$ cat config.mk
export PLATFORM = sky130hd
export DESIGN_NAME = fetch_unit_flat
export DESIGN_NICKNAME = d
export VERILOG_FILES = /design/src/rtl/riscv_pkg.sv /design/src/rtl/fetch_unit_if.sv /design/src/rtl/pc_next.sv /design/src/rtl/fetch_unit.sv /design/src/flat_wrapper.sv
export SDC_FILE = /design/constraint.sdc
export NUM_CORES = 1
export LEC_CHECK = 0
export CORE_ASPECT_RATIO = 1.25
export CORE_MARGIN = 5
export CORE_UTILIZATION = 43
export DETAILED_ROUTE_END_ITERATION = 12
export PLACE_DENSITY = 0.8
export SYNTH_ARGS = -nofsm -noshare
export SYNTH_HDL_FRONTEND = slang
export SYNTH_SLANG_ARGS = --single-unit
$ cat constraint.sdc
create_clock -name clk -period 4.7 [get_ports clk]
set_clock_uncertainty 0.1 [all_clocks]
set_input_delay 0.94 -clock clk [delete_from_list [all_inputs] [get_ports clk]]
set_output_delay 0.94 -clock clk [all_outputs]
set_load 0.005 [all_outputs]
$ cat src/rtl/riscv_pkg.sv
// Shared definitions for the fetch slice: FSM state encoding, the NOP
// word loaded into the instruction register at reset, and the default
// datapath width.
package riscv_pkg;

    localparam int WIDTH_DEFAULT = 32;

    // addi x0, x0, 0
    localparam logic [31:0] NOP = 32'h0000_0013;

    typedef enum logic [1:0] {
        S_REQ   = 2'b00,
        S_VALID = 2'b01,
        S_HALT  = 2'b10
    } fetch_state_e;

endpackage

$ cat src/rtl/fetch_unit_if.sv
// Instruction-memory request/ack bus between the fetch unit (master)
// and the instruction memory (slave).
interface fetch_unit_if
    import riscv_pkg::*;
#(
    parameter int WIDTH = WIDTH_DEFAULT
);

    logic             imem_req;
    logic [WIDTH-1:0] imem_addr;
    logic             imem_ack;
    logic [31:0]      imem_rdata;

    modport master (
        output imem_req,
        output imem_addr,
        input  imem_ack,
        input  imem_rdata
    );

    modport slave (
        input  imem_req,
        input  imem_addr,
        output imem_ack,
        output imem_rdata
    );

endinterface

$ cat src/rtl/pc_next.sv
// Next-PC arithmetic: sequential PC+4, branch target PC+imm (both wrap
// modulo 2^WIDTH), and the selected next PC. The selected branch target
// always has bits [1:0] cleared; when misaligned targets are trapped
// upstream the PC is never loaded from a misaligned target, so the mask
// is harmless there.
module pc_next
    import riscv_pkg::*;
#(
    parameter int WIDTH = WIDTH_DEFAULT
) (
    input  logic [WIDTH-1:0] pc,
    input  logic [WIDTH-1:0] imm,
    input  logic             pcsrc,
    output logic [WIDTH-1:0] pcplus4,
    output logic [WIDTH-1:0] pctarget,
    output logic [WIDTH-1:0] pcnext
);

    assign pcplus4  = pc + WIDTH'(4);
    assign pctarget = pc + imm;
    assign pcnext   = pcsrc ? {pctarget[WIDTH-1:2], 2'b00} : pcplus4;

endmodule

$ cat src/rtl/fetch_unit.sv
// Instruction fetch unit: a three-state REQ/VALID/HALT FSM that requests
// the word at PC, latches it into Instr on ack, holds it until the
// downstream stage advances, then steps PC sequentially or to a target.
//
// Build option: define FETCH_MISALIGN_CHECK_EN to trap branch targets
// with nonzero bits [1:0] (sticky misalign_err, PC held, unit halts
// until reset). Without it such targets are taken with [1:0] cleared.
module fetch_unit
    import riscv_pkg::*;
#(
    parameter int               WIDTH    = WIDTH_DEFAULT,
    parameter logic [WIDTH-1:0] RESET_PC = '0
) (
    input  logic             clk,
    input  logic             reset_n,
    input  logic             advance,
    input  logic             PCSrc,
    input  logic [WIDTH-1:0] ImmExt,
    fetch_unit_if.master     imem,
    output logic [31:0]      Instr,
    output logic             instr_valid,
    output logic [WIDTH-1:0] PC,
    output logic [WIDTH-1:0] PCPlus4,
    output logic [WIDTH-1:0] PCTarget,
    output logic             misalign_err
);

    fetch_state_e     state_q, state_d;
    logic [WIDTH-1:0] pc_q;
    logic [WIDTH-1:0] pc_sel;
    logic [31:0]      instr_q;
    logic             valid_q;
    logic             ld_instr;
    logic             ld_pc;
    logic             target_bad;

    pc_next #(.WIDTH(WIDTH)) u_pc_next (
        .pc       (pc_q),
        .imm      (ImmExt),
        .pcsrc    (PCSrc),
        .pcplus4  (PCPlus4),
        .pctarget (PCTarget),
        .pcnext   (pc_sel)
    );

`ifdef FETCH_MISALIGN_CHECK_EN
    assign target_bad = PCSrc & (PCTarget[1:0] != 2'b00);
`else
    assign target_bad = 1'b0;
`endif

    // State register
    always_ff @(posedge clk or negedge reset_n) begin
        if (!reset_n) state_q <= S_REQ;
        else          state_q <= state_d;
    end

    // Next-state and register-load decode; advance only matters in VALID,
    // ack only in REQ
    always_comb begin
        state_d  = state_q;
        ld_instr = 1'b0;
        ld_pc    = 1'b0;
        case (state_q)
            S_REQ: begin
                if (imem.imem_ack) begin
                    ld_instr = 1'b1;
                    state_d  = S_VALID;
                end
            end
            S_VALID: begin
                if (advance) begin
                    if (target_bad) begin
                        state_d = S_HALT;
                    end else begin
                        ld_pc   = 1'b1;
                        state_d = S_REQ;
                    end
                end
            end
            S_HALT:  state_d = S_HALT;
            default: state_d = S_REQ;
        endcase
    end

    // PC, instruction register and valid flag
    always_ff @(posedge clk or negedge reset_n) begin
        if (!reset_n) begin
            pc_q    <= RESET_PC;
            instr_q <= NOP;
            valid_q <= 1'b0;
        end else begin
            if (ld_instr) begin
                instr_q <= imem.imem_rdata;
                valid_q <= 1'b1;
            end
            if (ld_pc) begin
                pc_q    <= pc_sel;
                valid_q <= 1'b0;
            end
        end
    end

`ifdef FETCH_MISALIGN_CHECK_EN
    // Sticky misaligned-target flag, cleared only by reset
    always_ff @(posedge clk or negedge reset_n) begin
        if (!reset_n)
            misalign_err <= 1'b0;
        else if (state_q == S_VALID && advance && target_bad)
            misalign_err <= 1'b1;
    end
`else
    assign misalign_err = 1'b0;
`endif

    // Gate the request with reset so it drops the instant reset asserts,
    // even though the state register already reads REQ during reset.
    assign imem.imem_req  = reset_n & (state_q == S_REQ);
    assign imem.imem_addr = pc_q;

    assign PC          = pc_q;
    assign Instr       = instr_q;
    assign instr_valid = valid_q;

endmodule

$ cat src/flat_wrapper.sv
// flat-port wrapper written by rule: the top's interface ports become plain ports
module fetch_unit_flat import riscv_pkg::*;
#(
    parameter int               WIDTH    = WIDTH_DEFAULT,
    parameter logic [WIDTH-1:0] RESET_PC = '0
)
  (clk, reset_n, advance, PCSrc, ImmExt, Instr, instr_valid, PC, PCPlus4, PCTarget, misalign_err, imem_imem_req, imem_imem_addr, imem_imem_ack, imem_imem_rdata);
  fetch_unit_if #(.WIDTH(WIDTH)) imem_i ();
  input  logic clk;
  input  logic reset_n;
  input  logic advance;
  input  logic PCSrc;
  input  logic [WIDTH-1:0] ImmExt;
  output logic [31:0] Instr;
  output logic instr_valid;
  output logic [WIDTH-1:0] PC;
  output logic [WIDTH-1:0] PCPlus4;
  output logic [WIDTH-1:0] PCTarget;
  output logic misalign_err;
  output wire logic [$bits(imem_i.imem_req)-1:0] imem_imem_req;
  output wire logic [$bits(imem_i.imem_addr)-1:0] imem_imem_addr;
  input wire logic [$bits(imem_i.imem_ack)-1:0] imem_imem_ack;
  input wire logic [$bits(imem_i.imem_rdata)-1:0] imem_imem_rdata;
  assign imem_imem_req = imem_i.imem_req;
  assign imem_imem_addr = imem_i.imem_addr;
  assign imem_i.imem_ack = imem_imem_ack;
  assign imem_i.imem_rdata = imem_imem_rdata;
  fetch_unit #(.WIDTH(WIDTH), .RESET_PC(RESET_PC)) u_core (.clk(clk), .reset_n(reset_n), .advance(advance), .PCSrc(PCSrc), .ImmExt(ImmExt), .imem(imem_i), .Instr(Instr), .instr_valid(instr_valid), .PC(PC), .PCPlus4(PCPlus4), .PCTarget(PCTarget), .misalign_err(misalign_err));
endmodule
; ---- Word-level counts from Yosys, hierarchy flattened
; Index checks and enable logic that the tools add are counted.
[totals]
reg_bits = 67
inputBits = 69
output_inout_bits = 163
wordCells = 24
[op_classes]
n_addsub = 2
eq_ne = 4
mux = 10
n_bitwise = 1
reduce_logical = 3
[ops]
columns = op, n
row1 = adder 32 x 3 -> 32 bit (second input constant), 1
row2 = adder 32 bit, 1
row3 = 2-to-1 mux 32 bit, 1
row4 = 2-to-1 mux 1 bit, 6
row5 = one-hot mux 2 bit (3 select lines), 1
row6 = 2-to-1 mux 2 bit, 2
row7 = inequality test 2 bit (second input constant), 2
row8 = == test 2 x 1 -> 1 bit (second input constant), 1
row9 = == test 2 bit (second input constant), 1
row10 = zero test 2 bit, 1
row11 = AND reduction 2 bit, 1
row12 = nonzero test 2 bit, 1
row13 = AND 1 bit, 1

; ---- Depth between registers and ports, before layout
; Gate-level depths: netlist of run 1.
[logic_depth]
depth_word = 4
ltp_mapped = 12

; ---- Hierarchy
; From an unflattened synthesis of run 1, not the netlist that was laid out.
[unflattened]
hier_cells = 615
area_unflattened_um2 = 5765.5
[modules_own_cells]
columns = mod, instances, cells_each, area_per_inst_um2
row1 = pc_next, 1, 432, 2971.6
row2 = fetch_unit, 1, 183, 2793.9

; ---- Worst setup path after synthesis of run 1
; OpenSTA, ideal clock, no wires.
[synth_timing]
path_type = input port to output port
start = in ImmExt[5]
end = out PCTarget[31]
arrival_ns = 2.965
setup_slack_ns = 0.695
stages = 10
path_buffers = 0
path_cell_list = ha_1 > a21oi_1 > o21ai_1 > o21ai_1 > nand3_2 > a2111oi_2 > o31a_1 > o21bai_1 > xor2_1 > xor2_1
[synth_via]
elab_chain_cells = 1
[synth_rtl]
columns = element, line
row1 = "start, declared", flat_wrapper.sv:13  ; input logic [WIDTH-1:0] ImmExt;
row2 = adder 32 bit, pc_next.sv:20  ; assign pctarget = pc + imm;
row3 = "end, declared", flat_wrapper.sv:18  ; output logic [WIDTH-1:0] PCTarget;
; No other way between the ends.

; ---- Worst setup path in the final report of run 1
[layout_timing]
start = in ImmExt[12]
end = out PCTarget[31]
; The elaborated chain is that of the path after synthesis.

==> flow_summary.yaml, run 1 <==
route:
  drt-pass1-iter-count: 6
  wl_microns: 18700
  wl_per_cell_microns: 18.1
  drc_errors: 0
  drt_iter0_markers: 236
  num_vias: 5602
  avgViaCountPerCell: 5.43
  drtAntennaViolNets: 0
setup_path:
  worstPathArrival_ps: 3650
  crit_required_ps: 3660
  endpoint_kind: "output pin"
  path_max_fanout: 4
  critical_path_class: "input pin to output pin"
  crit_path_start_kind: "input pin"
power_and_ir_drop:
  p_per_area_nw_per_um2: 686
  ir_drop_mv: 0.283
  leakagePower_nw: 3.66
global_route:
  grt_max_degree: 66
  grt_pass1_vias: 6066
  grt_pass1_wl_microns: 28900
  grt_overflow: 0
  grt_use_total_pct: 24.7
  antenna_found_initial: 0
finish:
  area_growth_pct: 61.2
  regArea_sq_um: 1630
  insertedDiodeCount: 0
  utilization_pct: 70.7
  fillCellCount: 907
  fin_area_sq_um: 8560
  drive_gt1_share_pct: 23.1
  multiInputGateArea_sq_um: 3450
  final_cells: 1031
  nets: 961
clock_network:
  cts_sinks: 65
  numCtsBuffers: 9
  clock_latency_ps: 330
  htree_levels: 3
  clockBufferDepth: 2
  clkTransAtPathRegs_ps: 60
  cts_tree: "done"
  cts-root-buf: "clkbuf_16"
synth:
  synth_top_flop_cell: "dfrtp_1"
  syn_area_sq_um: 5310
  synth_edf_count: 0
  syn_area_per_cell_sq_um: 8.80
  synth.distinct_cells: 66
  ys_seq_area_share_pct: 30.7
  yosys_warnings: 0
  synth-seq-cells: 65
  netlist_instances: 604
  async_flop_share_pct: 100
place:
  globalplace.congestion: 0.932
  place.port_buffers: 220
  hpwl_microns: 14000
  dpl-instance-area_sq_um: 7910
  placed_cells: 1003
timing:
  setup_violations: 0
  rsz0062_at_grt: "yes"
  setup-tns-final_ps: 0
  slew-limit-headroom_pct: 32.7
  finalCritPeriodShare_pct: 99.8
  final.min_clock_period_ps: 4690
  tightest_slew_ps: 1010
  final-hold-violation-count: 0
  maxSlewViolCount: 0
  fmax_ghz: 0.213
run:
  maxCapViolCount: 0
floorplanning:
  io_pins: 232
  rows: 45
  die_w_microns: 109
  core_area_sq_um: 12100
  start_util_pct: 43.9
  fp.dieH_microns: 134
  dieArea_sq_um: 14700
hold_path:
  hp-class: "flip-flop to flip-flop"
run_status:
  run_status: "finished clean"
-- area by class of cell --
cell class / instances / area share [%]
Multi-Input combinational cell: 458 / 40.3
Timing Repair Buffer: 311 / 33.5
Sequential cell: 65 / 19.0
Clock buffer: 10 / 2.67
Tap cell: 164 / 2.40
Clock inverter: 6 / 1.36
Inverter: 17 / 0.745
-- worst paths after layout --
kind / startpoint / endpoint / slack, ps / cells after the start
max reg2reg: u_core.PC[7] / u_core.PC[24] / 1420 / 13
min reg2reg: u_core.instr_valid / u_core.instr_valid / 390 / 1
min: u_core.instr_valid / u_core.instr_valid / 390 / 1
max: ImmExt[12] / PCTarget[31] / 10 / 13
min in group asynchronous: reset_n / u_core.Instr[2] / 750 / 2
max in group asynchronous: reset_n / u_core.Instr[29] / 3190 / 2
-- repair_timing --
action	4_1_cts	5_1_grt
setup endpoints to repair	13	9
cloned	0	0
buffers inserted	8	4
resized for setup	39	24
pin swaps	20	19
hold buffers	0	0
-- logic make-up (layout without fill, tap and decap cells) --
family	Yosys count	after routing	synth area share, %
compound gates	151	151	18.7
xor+xnor	58	58	9.70
fa+ha+maj	30	30	7.07
buf+inv	87	344	9.18
flops	65	65	30.7
mux	43	43	8.86
other cells	1	7	0.0706
simple gates	169	169	15.8
-- metal layers --
metal  track usage, %  wire length, microns
met5                0                     0
met4             11.6                   620
met3             8.28                  1780
met2             44.1                  9580
met1             25.6                  6680
-- state kept, by name, indices dropped and copies added (netlist names) --
| signal | flops |
|---|---|
| u_core.state_q | 2 |
| u_core.PC | 30 |
| u_core.Instr | 32 |
| u_core.instr_valid | 1 |
-- cells in the mapped netlist, drive strengths merged, types with 6 or more instances --
| cell type | n | share of area, % |
|---|---|---|
| o21ai | 45 | 4.3 |
| o21bai | 6 | 0.85 |
| mux2 | 32 | 6.8 |
| mux2i | 11 | 2.1 |
| and3 | 7 | 0.82 |
| a21o | 11 | 1.6 |
| nand4 | 10 | 1.4 |
| nand2 | 51 | 3.6 |
| ha | 30 | 7.1 |
| xnor2 | 37 | 6.2 |
| nand2b | 6 | 0.71 |
| buf | 44 | 6.1 |
| dfrtp | 62 | 29 |
| nor2 | 42 | 3.1 |
| xor2 | 21 | 3.5 |
| clkbuf | 26 | 1.8 |
| inv | 17 | 1.2 |
| a21oi | 55 | 5.9 |
| nor3 | 12 | 1.2 |
| nand3 | 20 | 2.1 |
-- through the flow --
stage | power (mW) | setup WS [ps] | hold WS, ps
2_1_floorplan | 2.71 | 695 | 374
3_3_place_gp | 4.77 | -399 | 361
3_5_place_dp | 4.87 | -509 | 374
4_1_cts | 5.81 | -104 | 392
5_1_grt | 6.26 | -156 | 405
6_report | 5.88 | 10.9 | 389
-- cell usage in the layout, fill, tap and decap left out, types with 20 or more instances in the layout --
master,netlist,layout
clkdlybuf4s50_1,0,204
buf_4,40,90
dfrtp_1,62,62
nand2_1,51,50
a21oi_1,47,42
nor2_1,40,39
o21ai_0,40,39
xnor2_1,36,35
mux2_2,32,32
ha_1,30,23
xor2_1,21,20
-- worst max-delay path: stages --
cell             delay, ps
clkdlybuf4s50_1        450
ha_4                   320
nand3_2                130
nor4_2                 330
o21ai_2                 90
nand3_2                 90
buf_4                  120
a2111oi_4               70
o31a_1                 320
o21bai_1               200
xor2_1                 280
xor2_1                 170
buf_2                  140
-- power by group --
part / total, mW / switching, mW / internal, mW
sequential: 1.05 / 0.309 / 0.737
clock: 0.791 / 0.269 / 0.521
combinational: 4.04 / 1.68 / 2.36
No activity file was read; power rests on OpenSTA's default activity.
==> run 2: changes to the inputs <==
- SLEW_MARGIN: unset -> 15
==> results of run 2 <==
No change in the layout: final DEF, timing and power equal those of run 1.
==> RTL change 1 (settings of run 2) <==
Set the package constant `WIDTH_DEFAULT` to 64 (it was 32).
--- a/src/rtl/riscv_pkg.sv
+++ b/src/rtl/riscv_pkg.sv
@@ -5,3 +5,3 @@
 
-    localparam int WIDTH_DEFAULT = 32;
+    localparam int WIDTH_DEFAULT = 64;
 
Interface: changed (5 resized); port bits go from 232 to 392. No check against the original RTL was run, so the function may have changed too.
==> RTL change 1 against run 2 <==
The run now ends with setup timing left; global-route usage grew 9.1 points; synthesized cell count increased by 110%; total power up 110%; worst setup slack got worse by 0.043 ns; design area up 100%; sequential share of layout area fell by 5.0 points; wire length grew to 2.6 times the old value; synthesized area rose by 88%; sequential cell count up 32; clock power is 3.7% higher; count of clock-buffer cells in the layout down 1.
==> RTL change 1: results (changes against run 2) <==
status=finished, violations left; failing checks=setup timing; Max FO, Critical Path=3 (-1); CP endpoint=PCTarget[20]; reg-to-reg endpoint=u_core.PC[61]; top sig layer=met4; Pint=7.12 mW (+97%); final-layout fill cell count=1,637 (+80%); r2r startpoint=u_core.PC[9]; slew of the pin with the lowest slew margin=0.889 ns (-0.120 ns); WHS=0.411 ns (+0.0223 ns); setup violators final=1 (+1); met3 routed WL=3370 um (+89%); drt first-iter violations=954 (+300%); Final TNS setup=-0.0320 ns (-0.0320 ns); Synth cell types=72 (+9.1%); via count of the routed design=12,700 (+130%); internal reg-to-reg setup slack=1.17 ns (-0.25 ns); fraction of layout instances using a drive strength above 1=32.6% (+9.5 points); WL met2=24,300 um (+150%); Routability Congestion=1.00 (+7.7%); met1 Track Usage GR=37.3% (+12 points); Commonest cells post-synth=nand2_1, a21oi_1, dfrtp_1; CTS buffer count=9 (unchanged); post-synthesis adder-cell area fraction=7.77% (+0.71 points); clock latency on the worst-skew pair=0.37 ns (+0.04 ns); non-filler cells, final=2,138 (+110%); clock network power share=6.5% (-7.0 points); clk slew on worst S/H paths=0.08 ns (+0.02 ns); max reg flops=62 (+94%); dpl ws=-1.05 ns (-0.541 ns); Reg2Reg Depth=18 (+5); I/O Buffers=380 (+73%); Pre-antenna DRT Iters=5 (-1); Final HPWL DP=35,200 um (+150%); setup slack after layout=-0.0320 ns (-0.0429 ns); CP max stage delay=0.57 ns (+0.12 ns); drt total wl=48,100 um (+160%); post-synthesis compound-gate area fraction=23.3% (+4.6 points); Cell Pwr Density=727 nW/um^2 (+6.0%); largest net degree at the start of global routing=78 (+18%); Leak=7.61 nW (+110%); placed cell areas=15,600 um^2 (+97%); met1 WL=17,200 um (+160%); GR met3 Demand/Resource=5.64% (-2.6 points); largest cells by area after synthesis=dfrtp_1, ha_1, xnor2_1; sequential share of the synthesized area=24.4% (-6.3 points); post-synthesis mux area share=5.95% (-2.9 points); crit path from=ImmExt[11]; crit path DAT=3.69 ns (+0.04 ns); combinational power share=80.8% (+12 points); Max VDD drop=0.464 mV (+64%); Tot GR Track Use=33.8% (+9.1 points); global-route wire length before repair=71,800 um (+150%); final-stage net count=2,008 (+110%); Cells after Synth=1,245 (+110%)
-- RTL change 1: cell count changes in the layout (fill, tap and decap cells not counted), sizes merged, moves of 24 or more --
| cell | change |
|---|---|
| o21ai | +44 |
| a21o | +28 |
| ha | +32 |
| nand3 | +24 |
| a21oi | +47 |
| dfrtp | +32 |
| clkdlybuf4s50 | +100 |
| nor2 | +42 |
| buf | +270 |
| xor2 | +35 |
| xnor2 | +27 |
| nand2 | +69 |
-- RTL change 1: cell type report --
type / instances / area (um^2) / area share [%]
Tap cell: 288 / 360 / 2.08
Clock inverter: 7 / 81.3 / 0.469
Clock buffer: 9 / 225 / 1.30
Timing Repair Buffer: 727 / 6240 / 36.0
Multi-Input combinational cell: 986 / 7900 / 45.6
Sequential cell: 97 / 2430 / 14.0
Inverter: 24 / 90.1 / 0.520
-- RTL change 1: timing repair --
item | 4_1_cts | 5_1_grt
pin swaps | 97 | 65
resized for setup | 275 | 107
hold buffers | 0 | 0
setup endpoints to repair | 50 | 44
setup buffers | 38 | 23
==> RTL change 2 (flow settings as in run 2) <==
Made on the original files. The 3 states of `fetch_state_e` get a one-hot encoding in 3 bits.
--- a/src/rtl/riscv_pkg.sv
+++ b/src/rtl/riscv_pkg.sv
@@ -10,6 +10,6 @@
 
-    typedef enum logic [1:0] {
-        S_REQ   = 2'b00,
-        S_VALID = 2'b01,
-        S_HALT  = 2'b10
+    typedef enum logic [2:0] {
+        S_REQ   = 3'b001,
+        S_VALID = 3'b010,
+        S_HALT  = 3'b100
     } fetch_state_e;
Check against the original RTL: no difference found for any inputs over 4 cycles, from zero or initial values and one cycle with reset_n low; so few cycles prove little.
==> RTL change 2 against run 2 <==
Design area decreased by 2.9%; synthesized area increased by 0.87%; sequential cell count increased by 1; combinational power decreased by 7.2%; wire length decreased by 4.1%; die area increased by 0.80%; total power decreased by 2.9%; via count decreased by 3.6%; sequential share of layout area increased by 0.89 points; largest cell class unchanged; worst setup slack improved by 0.047 ns; highest routed layer unchanged.
==> RTL change 2: results (changes against run 2) <==
Final HPWL DP=13,800 um (-1.8%); Hold Crit Class=reg -> reg; final-layout fill cell count=949 (+4.6%); Clock Root Buffer=clkbuf_16; Vias per Instance=5.47 (+0.75%); I/O Buffers=220 (unchanged); Synthesis Warnings=0 (unchanged); Pre-antenna DRT Iters=5 (-1); Commonest cells post-synth=dfrtp_1, nand2_1, buf_4; fraction of layout instances using a drive strength above 1=20.0% (-3.0 points); vias in the first global route=5,721 (-5.7%); Tot GR Track Use=23.9% (-0.85 points); diodes inserted=0 (unchanged); clk slew on worst S/H paths=0.06 ns (about the same); main flop type after synthesis=dfrtp_1; Leak=3.66 nW (-0.12%); clock latency on the worst-skew pair=0.33 ns (about the same); Avg WL per Cell=18.1 um (+0.23%); crit path DAT=3.60 ns (-0.05 ns); Max VDD drop=0.398 mV (+41%); sequential share of the synthesized area=30.9% (+0.23 points); Slowest cell on crit path=clkdlybuf4s50_1; CP delay by family, top=buffers and inverters; largest cells by area after synthesis=dfrtp_1, ha_1, mux2_2; status=finished clean; final-stage net count=917 (-4.6%); CP max stage delay=0.55 ns (+0.10 ns); Routability Congestion=0.867 (-7.0%); Post-synth ARST share=100% (unchanged); Rel. slew slack=38.2% (+5.5 points); H-tree levels=3 (unchanged); largest net degree at the start of global routing=67 (+1.5%); global-route wire length before repair=28,300 um (-2.1%); drt first-iter violations=302 (+28%); Synth cell types=73 (+11%)
## RTL change 2: cell types whose count changed after synthesis, moves of 5 or more
cell / run 2 / this run
nor3_1: 11 / 6
a21o_1: 11 / 16
clkbuf_1: 26 / 13
inv_1: 17 / 9
a21oi_1: 47 / 36
a21oi_2: 7 / 1
mux2i_1: 11 / 16
## RTL change 2: power breakdown
group / internal (mW) / switching (mW) / leakage (nW)
Sequential: 0.817 / 0.370 / 0.787
Combinational: 2.25 / 1.50 / 2.71
Clock: 0.475 / 0.292 / 0.163
Total: 3.55 / 2.16 / 3.66
## RTL change 2: cell type report
type                       count  share of cell area (%)
clock buffer                   9                    2.71
clock inverter                 7                    1.28
tap                          164                    2.47
sequential                    66                    19.9
timing repair buffer         281                    32.0
multi-input combinational    450                    41.2
inverter                      10                   0.452
## RTL change 2: logic make-up after synthesis
logic type | Yosys count | share of synthesized area [%]
and+or+nand+nor | 174 | 18.0
AOI/OAI and AO/OA | 136 | 15.9
buffers and inverters | 79 | 9.46
DFF | 66 | 30.9
xor gates and xnor gates | 55 | 8.99
muxes | 48 | 9.71
adders and majority gates | 30 | 7.00
other | 1 | 0.0700
## RTL change 2: worst paths after layout
kind / start / endpoint / slack (ns) / cells after the start
max: ImmExt[8] / PCTarget[19] / 0.06 / 11
min: u_core.Instr[6] / u_core.Instr[6] / 0.41 / 1
max reg2reg: u_core.PC[3] / u_core.PC[26] / 1.66 / 9
min reg2reg: u_core.Instr[6] / u_core.Instr[6] / 0.41 / 1
max in group asynchronous: reset_n / u_core.PC[7] / 3.13 / 2
min in group asynchronous: reset_n / u_core.PC[31] / 0.79 / 2
## RTL change 2: per-layer routing
| layer | track usage, % | wire length, um |
|---|---|---|
| met5 | 0 | 0 |
| met4 | 9.42 | 544 |
| met3 | 6.22 | 1340 |
| met2 | 43.0 | 9350 |
| met1 | 26.2 | 6670 |
## RTL change 2: stage by stage
stage	cells	utilization, %	TNS [ns]	setup WS (ns)	cell area, um^2
final	987	68.3	0	0.0574	8310
after global routing	987	68.3	-0.154	-0.0680	8310
after CTS	983	67.2	-0.116	-0.116	8170
after detailed placement	967	63.8	-1.39	-0.291	7760
after global placement	967	63.8	-1.09	-0.219	7760
after floorplan	595	-	0	0.835	5380
## RTL change 2: repair_timing
action                                  in CTS  in global routing
hold buffers                                 0                  0
buffers inserted                             0                  4
resized for setup                           23                 22
pin swaps                                    6                 10
endpoints found under the setup margin      11                 14
